--- src/rtl/bht_resolver_pkg.sv ---
// Shared types and constants for the BHT resolution unit.
package bht_resolver_pkg;

  localparam int unsigned IM_ADDR_BIT = 10;

  // Queue entry is {pc, hit, guess}; pc and guess are IM_ADDR_BIT wide.
  localparam int unsigned HIT_W = 1;

  typedef enum logic {
    RES_RUN   = 1'b0,
    RES_FLUSH = 1'b1
  } res_state_e;

  function automatic int unsigned entry_width(int unsigned addr_bits);
    return 2 * addr_bits + HIT_W;
  endfunction

endpackage

--- src/rtl/bht_resolver_queue.sv ---
// In-order circular buffer of fetch predictions with push, pop and clear.
module res_queue #(
  parameter int unsigned WIDTH = 21,
  parameter int unsigned DEPTH = 4,
  localparam int unsigned PW = $clog2(DEPTH),
  localparam int unsigned CW = $clog2(DEPTH) + 1
) (
  input  logic             clk,
  input  logic             rst,
  input  logic             push,
  input  logic             pop,
  input  logic             clear,
  input  logic [WIDTH-1:0] wdata,
  output logic             full,
  output logic [CW-1:0]    count,
  output logic [WIDTH-1:0] head
);

  logic [WIDTH-1:0] mem_q [DEPTH];
  logic [PW-1:0]    rd_q, rd_d, wr_q, wr_d;
  logic [CW-1:0]    cnt_q, cnt_d;

  always_comb begin
    rd_d  = rd_q;
    wr_d  = wr_q;
    cnt_d = cnt_q;
    if (clear) begin
      rd_d  = '0;
      wr_d  = '0;
      cnt_d = '0;
    end else begin
      // Power-of-two depth, so pointers wrap naturally.
      if (push) wr_d = wr_q + PW'(1);
      if (pop)  rd_d = rd_q + PW'(1);
      cnt_d = cnt_q + CW'(push) - CW'(pop);
    end
  end

  always_ff @(posedge clk) begin
    if (rst) begin
      rd_q  <= '0;
      wr_q  <= '0;
      cnt_q <= '0;
    end else begin
      rd_q  <= rd_d;
      wr_q  <= wr_d;
      cnt_q <= cnt_d;
    end
  end

  always_ff @(posedge clk) begin
    if (push && !clear) mem_q[wr_q] <= wdata;
  end

  assign full  = (cnt_q == CW'(DEPTH));
  assign count = cnt_q;
  assign head  = mem_q[rd_q];

endmodule

--- src/rtl/bht_resolver.sv ---
// Retires fetch predictions in order, drives BHT updates and mispredict redirects.
// Optional BHT_RESOLVER_STATS_EN adds saturating branch/mispredict counters.
module bht_resolver #(
  parameter int unsigned IM_ADDR_BIT = bht_resolver_pkg::IM_ADDR_BIT,
  parameter int unsigned DEPTH = 4,
  localparam int unsigned CW = $clog2(DEPTH) + 1
) (
  input  logic                   clk,
  input  logic                   rst,
  input  logic                   en,
  input  logic                   f_valid,
  input  logic [IM_ADDR_BIT-1:0] f_pc,
  input  logic                   f_hit,
  input  logic [IM_ADDR_BIT-1:0] f_guess,
  input  logic                   x_valid,
  input  logic                   x_is_branch,
  input  logic                   x_taken,
  input  logic [IM_ADDR_BIT-1:0] x_target,
  output logic                   full,
  output logic [CW-1:0]          count,
  output logic                   w_en,
  output logic                   succeed,
  output logic [IM_ADDR_BIT-1:0] pc_before_g,
  output logic [IM_ADDR_BIT-1:0] g_addr,
  output logic                   redirect,
  output logic [IM_ADDR_BIT-1:0] redirect_addr,
`ifdef BHT_RESOLVER_STATS_EN
  output logic [15:0]            stat_branches,
  output logic [15:0]            stat_mispredicts,
`endif
  output logic                   underflow
);

  import bht_resolver_pkg::*;

  localparam int unsigned EW = entry_width(IM_ADDR_BIT);

  res_state_e             state_q, state_d;
  logic [EW-1:0]          head;
  logic [IM_ADDR_BIT-1:0] head_pc, head_guess, actual;
  logic                   head_hit, run, pop, push, mispredict, update, underflow_d;

  logic                   w_en_q, succeed_q, redirect_q, underflow_q;
  logic [IM_ADDR_BIT-1:0] pc_before_g_q, g_addr_q, redirect_addr_q;

  res_queue #(
    .WIDTH(EW),
    .DEPTH(DEPTH)
  ) u_queue (
    .clk   (clk),
    .rst   (rst),
    .push  (push),
    .pop   (pop),
    .clear (mispredict),
    .wdata ({f_pc, f_hit, f_guess}),
    .full  (full),
    .count (count),
    .head  (head)
  );

  assign head_pc    = head[EW-1 -: IM_ADDR_BIT];
  assign head_hit   = head[IM_ADDR_BIT];
  assign head_guess = head[IM_ADDR_BIT-1:0];

  always_comb begin
    run         = (state_q == RES_RUN);
    pop         = en && run && x_valid && (count != '0);
    actual      = (x_is_branch && x_taken) ? x_target : head_pc + IM_ADDR_BIT'(4);
    mispredict  = pop && (actual != head_guess);
    // Non-branches that hit in the BHT are aliases; update them so they decay.
    update      = pop && (x_is_branch || head_hit);
    push        = en && run && f_valid && (!full || pop) && !mispredict;
    underflow_d = underflow_q || (en && run && x_valid && (count == '0));
    state_d     = state_q;
    if (en) begin
      unique case (state_q)
        RES_RUN:   if (mispredict) state_d = RES_FLUSH;
        RES_FLUSH: state_d = RES_RUN;
        default:   state_d = RES_RUN;
      endcase
    end
  end

  always_ff @(posedge clk) begin
    if (rst) begin
      state_q         <= RES_RUN;
      w_en_q          <= 1'b0;
      succeed_q       <= 1'b0;
      redirect_q      <= 1'b0;
      underflow_q     <= 1'b0;
      pc_before_g_q   <= '0;
      g_addr_q        <= '0;
      redirect_addr_q <= '0;
    end else begin
      state_q     <= state_d;
      underflow_q <= underflow_d;
      w_en_q      <= update;
      redirect_q  <= mispredict;
      if (update) begin
        succeed_q     <= x_is_branch && x_taken;
        pc_before_g_q <= head_pc;
        g_addr_q      <= x_target;
      end
      if (mispredict) redirect_addr_q <= actual;
    end
  end

  assign w_en          = w_en_q;
  assign succeed       = succeed_q;
  assign pc_before_g   = pc_before_g_q;
  assign g_addr        = g_addr_q;
  assign redirect      = redirect_q;
  assign redirect_addr = redirect_addr_q;
  assign underflow     = underflow_q;

`ifdef BHT_RESOLVER_STATS_EN
  logic [15:0] br_q, mis_q;

  always_ff @(posedge clk) begin
    if (rst) begin
      br_q  <= '0;
      mis_q <= '0;
    end else begin
      if (update && x_is_branch && (br_q != 16'hFFFF)) br_q <= br_q + 16'd1;
      if (mispredict && (mis_q != 16'hFFFF))           mis_q <= mis_q + 16'd1;
    end
  end

  assign stat_branches    = br_q;
  assign stat_mispredicts = mis_q;
`endif

endmodule

--- config.mk ---
export PLATFORM = sky130hd
export DESIGN_NAME = bht_resolver
export DESIGN_NICKNAME = d
export VERILOG_FILES = /design/src/rtl/bht_resolver_pkg.sv /design/src/rtl/bht_resolver_queue.sv /design/src/rtl/bht_resolver.sv
export SDC_FILE = /design/constraint.sdc
export NUM_CORES = 1
export LEC_CHECK = 0
export ABC_AREA = 1
export BUFFER_PORTS_ARGS = -buffer_cell sky130_fd_sc_hd__buf_4
export CORE_AREA = 10 10 100 124
export CTS_CLUSTER_DIAMETER = 30
export DETAILED_ROUTE_END_ITERATION = 10
export DIE_AREA = 0 0 110 134
export MAX_ROUTING_LAYER = met4
export PLACE_DENSITY = 0.84
export SLEW_MARGIN = 25
export SYNTH_ARGS = -nofsm -noshare
export SYNTH_HDL_FRONTEND = slang
export SYNTH_SLANG_ARGS = --single-unit
--- constraint.sdc ---
create_clock -name clk -period 4.36 [get_ports clk]
set_input_delay 0.872 -clock clk [delete_from_list [all_inputs] [get_ports clk]]
set_output_delay 0.872 -clock clk [all_outputs]
set_load 0.1 [all_outputs]
## Yosys cells after proc, flatten, opt, wreduce, memory -nomap -nowiden

Memories as Yosys holds them, arrays and structs flattened. A register that Yosys moved wholly into a read port is not among the register bits.
Cells that the tools add are included.

| word-level totals | value |
|---|---|
| flip-flop bits (word level) | 42 |
| memory bits (writable) | 84 |
| input port bits | 38 |
| output and inout bits | 38 |
| memories kept | 1 |

| operators by class | value |
|---|---|
| add/sub/neg operators | 5 |
| eq/ne operators | 2 |
| mux-type cells | 7 |
| bitwise operators | 1 |
| reductions and logical operators | 19 |

Memory list:

| memory | words | width | read ports | clocked after Yosys merged registers in | write ports | RTL line | source |
|---|---|---|---|---|---|---|---|
| u_queue.mem_q | 4 | 21 | 1 | 1 | 1 | bht_resolver_queue.sv:19 | `logic [WIDTH-1:0] mem_q [DEPTH];` |

Operators by type and width:

| operator | count |
|---|---|
| $logic_and 1x1->1 | 11 |
| $add 10x3->10 const B | 1 |
| $mux 10 | 1 |
| $ne 10x10->1 | 1 |
| $add 2x1->2 const B | 2 |
| $mux 2 | 2 |
| $add 3x1->3 | 1 |
| $eq 3x3->1 const B | 1 |
| $logic_not 3->1 | 1 |
| $logic_or 1x1->1 | 3 |
| $mux 1 | 3 |
| $reduce_bool 3->1 | 1 |
| $sub 3x1->3 | 1 |
| $logic_not 1->1 | 2 |
| $pmux 1 s2 | 1 |
| $reduce_or 2->1 | 1 |
| $not 1->1 | 1 |

## Longest topological paths before layout

| depth | value |
|---|---|
| depth in word-level cells | 10 |
| mapped depth | 30 |
| depth with buffers taken out | 29 |

## By module

Synthesis repeated with hierarchy kept, for this count alone.

| second synthesis, totals | value |
|---|---|
| cells, all modules | 579 |
| area, all modules | 5760.5 µm² |

Modules (own cells, without submodules):

| module | instances | cells each | area each (µm²) | sequential area each (µm²) |
|---|---|---|---|---|
| res_queue | 1 | 301 | 3961.3 | 2702.6 |
| bht_resolver | 1 | 278 | 1799.2 | 700.7 |

## Worst setup path before layout

Ideal clock, no wire load.

| timing path | value |
|---|---|
| path kind | register -> register |
| from | register u_queue.cnt_q[2] (netlist: u_queue.count[2]) |
| to | register u_queue.cnt_q[1] (netlist: u_queue.count[1]) |
| arrival | 3.827 ns |
| slack | 0.468 ns |
| stages on the path, launching flop included | 13 |
| path through | dfxtp_1 -> inv_1 -> or2_2 -> nor2_1 -> nand2_1 -> nand2_1 -> nor2_1 -> nand2_1 -> inv_1 -> ha_1 -> inv_1 -> fa_1 -> nor2_1 |

| between the ends | value |
|---|---|
| longest elaborated chain between the ends | 7 |
| elaborated cells between the ends (all ways) | 12 |
| those cells by class | add/sub: 2; eq/ne: 1; reduce/logical: 9 |

RTL lines:

| item | RTL line | source |
|---|---|---|
| start, declared | bht_resolver_queue.sv:21 | `logic [CW-1:0] cnt_q, cnt_d;` |
| start signal, assigned | bht_resolver_queue.sv:47 | `cnt_q <= cnt_d;` |
| $eq 3x3->1 | bht_resolver_queue.sv:55 | `assign full = (cnt_q == CW'(DEPTH));` |
| net full | bht_resolver.sv:19 | `output logic full,` |
| $logic_not 1->1 | bht_resolver.sv:72 | `push = en && run && f_valid && (!full \|\| pop) && !mispredict;` |
| $logic_or 1x1->1 | bht_resolver.sv:72 |  |
| $logic_and 1x1->1 (2 in series) | bht_resolver.sv:72 |  |
| net push | bht_resolver.sv:41 | `logic head_hit, run, pop, push, mispredict, update, underflow_d;` |
| $add 3x1->3 | bht_resolver_queue.sv:35 | `cnt_d = cnt_q + CW'(push) - CW'(pop);` |
| $sub 3x1->3 | bht_resolver_queue.sv:35 |  |

The timed path passes the listed nets, and every way through them passes these cells.
A chain may end at the register's enable or synchronous reset.

==> flow_metrics.env <==
export IMPL_status="completed"
export IMPL_synth_edf_count=84
export IMPL_syn2layout_area_growth_pct=21.79
export IMPL_grt_usage=0.1902
export IMPL_yosys_most_used_dff="edfxtp_1"
export IMPL_final_net_count=693
export IMPL_clock_sinks=128
export IMPL_synth_area_leaders="edfxtp_1 46%, dfxtp_1 16%, nand2_1 11%"
export IMPL_finalMaxSlewViolations=0
export IMPL_ctsHoldBuffers=0
export IMPL_fp_row_count=41
export IMPL_synth_distinct_cells=35
export IMPL_p_clk_frac=0.333
export IMPL_path_class="reg2reg"
export IMPL_path_clk_slew_ns=0.05
export IMPL_grt_pass1_wl_um=21130
export IMPL_via_count=4297
export IMPL_grt_pass1_vias=4263
export IMPL_ir_drop_mv=0.3286
export IMPL_gr_usage_met1=0.1968
export IMPL_hold_path_class="reg2reg"
export IMPL_syn_num_nets=610
export IMPL_grt_overflow=0
export IMPL_dpl_cell_count=757
export IMPL_cp_data_arrival_time_ns=4.22
export IMPL_crit_top_cell="nand2_1"
export IMPL_synthTopCellsByCount="160 x nand2_1, 84 x edfxtp_1, 54 x nor2_1, 50 x nand3_1, 44 x dfxtp_1"
export IMPL_switchingPower_mw=1.495
export IMPL_synth_xor_area_share=0.003172
export IMPL_grt_setup_unrepaired="false"
export IMPL_wl_per_cell_um=17.24
export IMPL_drt_initial_drc_count=309
export IMPL_intPower_mw=2.563
export IMPL_yosys_area_share_simple=0.2320
export IMPL_worstMarginPinSlew_ns=0.9555
export IMPL_crit_slowest_cell="dfxtp_1"
export IMPL_hpwl_um=9355
export IMPL_required_ns=4.66
export IMPL_async_flop_share=0
export IMPL_gp_congestion=0.8887
export IMPL_path_max_fanout=21
export IMPL_setup_tns_ns=0
export IMPL_cts_resized=0
export IMPL_firstDrtPassIters=5
export IMPL_grtUsageMet2=0.3119
export IMPL_power_density_nw_per_um2=603.3
export IMPL_netSwitchingFraction=0.3684
export IMPL_finalCritPeriodShare=0.8985
export IMPL_met3_usage=0.05465
export IMPL_tritoncts="done"
export IMPL_fin_ws_ns=0.4427
export IMPL_drc=0
export IMPL_synth_mux_area_frac=0
export IMPL_fin_worst_skew_ns=0.004539
export IMPL_cp_start_kind="register"
export IMPL_clockRootBuffer="clkbuf_16"
export IMPL_placed_cell_area_um2=6147
export IMPL_ys_seq_elements=128
export IMPL_synth_fa_ha_area_frac=0.01948
export IMPL_grt_max_degree=36
export IMPL_synth_top_family_by_area="simple AND/OR/NAND/NOR gates"
export IMPL_initial_core_util=0.5521
export IMPL_drive_above_1_share=0.2212
export IMPL_clock_latency_ns=0.41
export IMPL_p_leak_nw=2.892
export IMPL_synth_largest_area_cell="edfxtp_1"
export IMPL_finalInstanceArea_um2=6726
export IMPL_h_tree_depth=4
export IMPL_cts_buffers=17
export IMPL_post_route_util=0.6724
export IMPL_top_usage_layer="met2"
export IMPL_antenna_found_initial=0
export IMPL_core_area_um2=10000
export IMPL_die_h_um=134
export IMPL_syn_area_um2=5523
export IMPL_max_freq_mhz=255.3
export IMPL_cts_setup_buffers=0
export IMPL_routed_wl_um=13610
export IMPL_antenna_left=0
export IMPL_total_power_mw=4.058
export IMPL_dieArea_um2=14740
export IMPL_synth_compound_gate_area_share=0.06479
export IMPL_finalHoldViolCount=0
export IMPL_stdcell_count=789
export IMPL_place_ws_ns=0.4670
export IMPL_ys_warn_count=0
export IMPL_yosysTopAreaCellShare=0.4567
export IMPL_syn_inst=564
export IMPL_portBuffers=75
export IMPL_num_antenna_cells=0
export IMPL_power_frac_seq=0.363
export IMPL_clk_path_buf_depth=2
export IMPL_min_period_ns=3.917
export IMPL_relSlewSlack=0.3623
export IMPL_cp_end_kind="register"
export IMPL_power_frac_comb=0.303
export IMPL_die_w_um=110
export IMPL_via_per_inst=5.446
export IMPL_yosysSeqAreaShare=0.6162
export IMPL_whs_ns=0.4584
export IMPL_cap_violations=0
export IMPL_cpPeakStageDelay_ns=0.53
export IMPL_setup_viol=0
export IMPL_n_fill_cell=734
export IMPL_synth_most_common_cell="nand2_1"
export IMPL_synth_avg_cell_area_um2=9.792
export IMPL_ios=76
==> power by group through the flow <==
stage	sequential, mW	combinational [mW]	clock, mW
2_1_floorplan	1.92	0.520	0
3_3_place_gp	1.49	1.19	0
3_5_place_dp	1.50	1.22	0
4_1_cts	1.47	1.23	1.36
5_1_grt	1.49	1.32	1.42
6_report	1.47	1.23	1.35
==> per-layer routing <==
layer | wire length [um] | vias up | part of all wire
li1 | - | 2046 | -
met1 | 5149 | 2013 | 0.38
met2 | 6771 | 197 | 0.50
met3 | 1100 | 41 | 0.081
met4 | 584 | 0 | 0.043
met5 | 0 | - | 0
==> flip-flops by register name, indices dropped and copies added (netlist names), named ones only <==
register and flops:
succeed 1, u_queue.rd_q 2, underflow 1, u_queue.mem_q 84, redirect_addr 10, state_q 1, u_queue.count 3, pc_before_g 10
redirect 1, g_addr 10, u_queue.wr_q 2, w_en 1
==> worst paths after layout <==
path / from / cells past startpoint / endpoint / slack [ns]
setup / recovery: register / 29 / u_queue.count[2]$_SDFF_PP0_ / 0.44
setup reg to reg: register / 29 / u_queue.count[2]$_SDFF_PP0_ / 0.44
hold reg to reg: succeed$_SDFFE_PP0P_ / 2 / succeed$_SDFFE_PP0P_ / 0.46
hold / removal: succeed$_SDFFE_PP0P_ / 2 / succeed$_SDFFE_PP0P_ / 0.46
==> logic make-up after synthesis <==
group           count (synthesis)
fa+ha+maj                       8
buf+inv                        68
xor+xnor                        2
simple gates                  293
compound gates                 65
flops                         128
==> placed cells by master, fill, tap and decap left out, types with 6 or more instances in the layout <==
cell type | synthesis | routed
a21oi_1 | 19 | 19
buf_4 | 4 | 86
clkbuf_16 | 0 | 18
dfxtp_1 | 44 | 44
edfxtp_1 | 84 | 84
ha_1 | 7 | 7
inv_1 | 42 | 42
nand2_1 | 160 | 160
nand3_1 | 50 | 50
nand3_2 | 7 | 7
nor2_1 | 54 | 54
o21ai_0 | 34 | 34
or2_2 | 6 | 6
==> critical path: cells and delay by family, from the launching register on <==
family	cells	cell delay (ns)
xor+xnor	1	0.17
compound gates	1	0.17
buf+inv	7	0.71
flops	1	0.53
fa+ha+maj	3	0.74
simple gates	17	1.50
==> area by class of cell <==
type / instances / area [um^2] / share of cell area
sequential: 128 / 3403 / 0.5060
multi-input combinational: 368 / 1764 / 0.2623
timing repair buffer: 86 / 645.6 / 0.09598
clock buffer: 23 / 499.2 / 0.07422
inverter: 46 / 172.7 / 0.02567
tap: 129 / 161.4 / 0.02400
clock inverter: 9 / 80.08 / 0.01190
(Power assumes the default switching activity.)
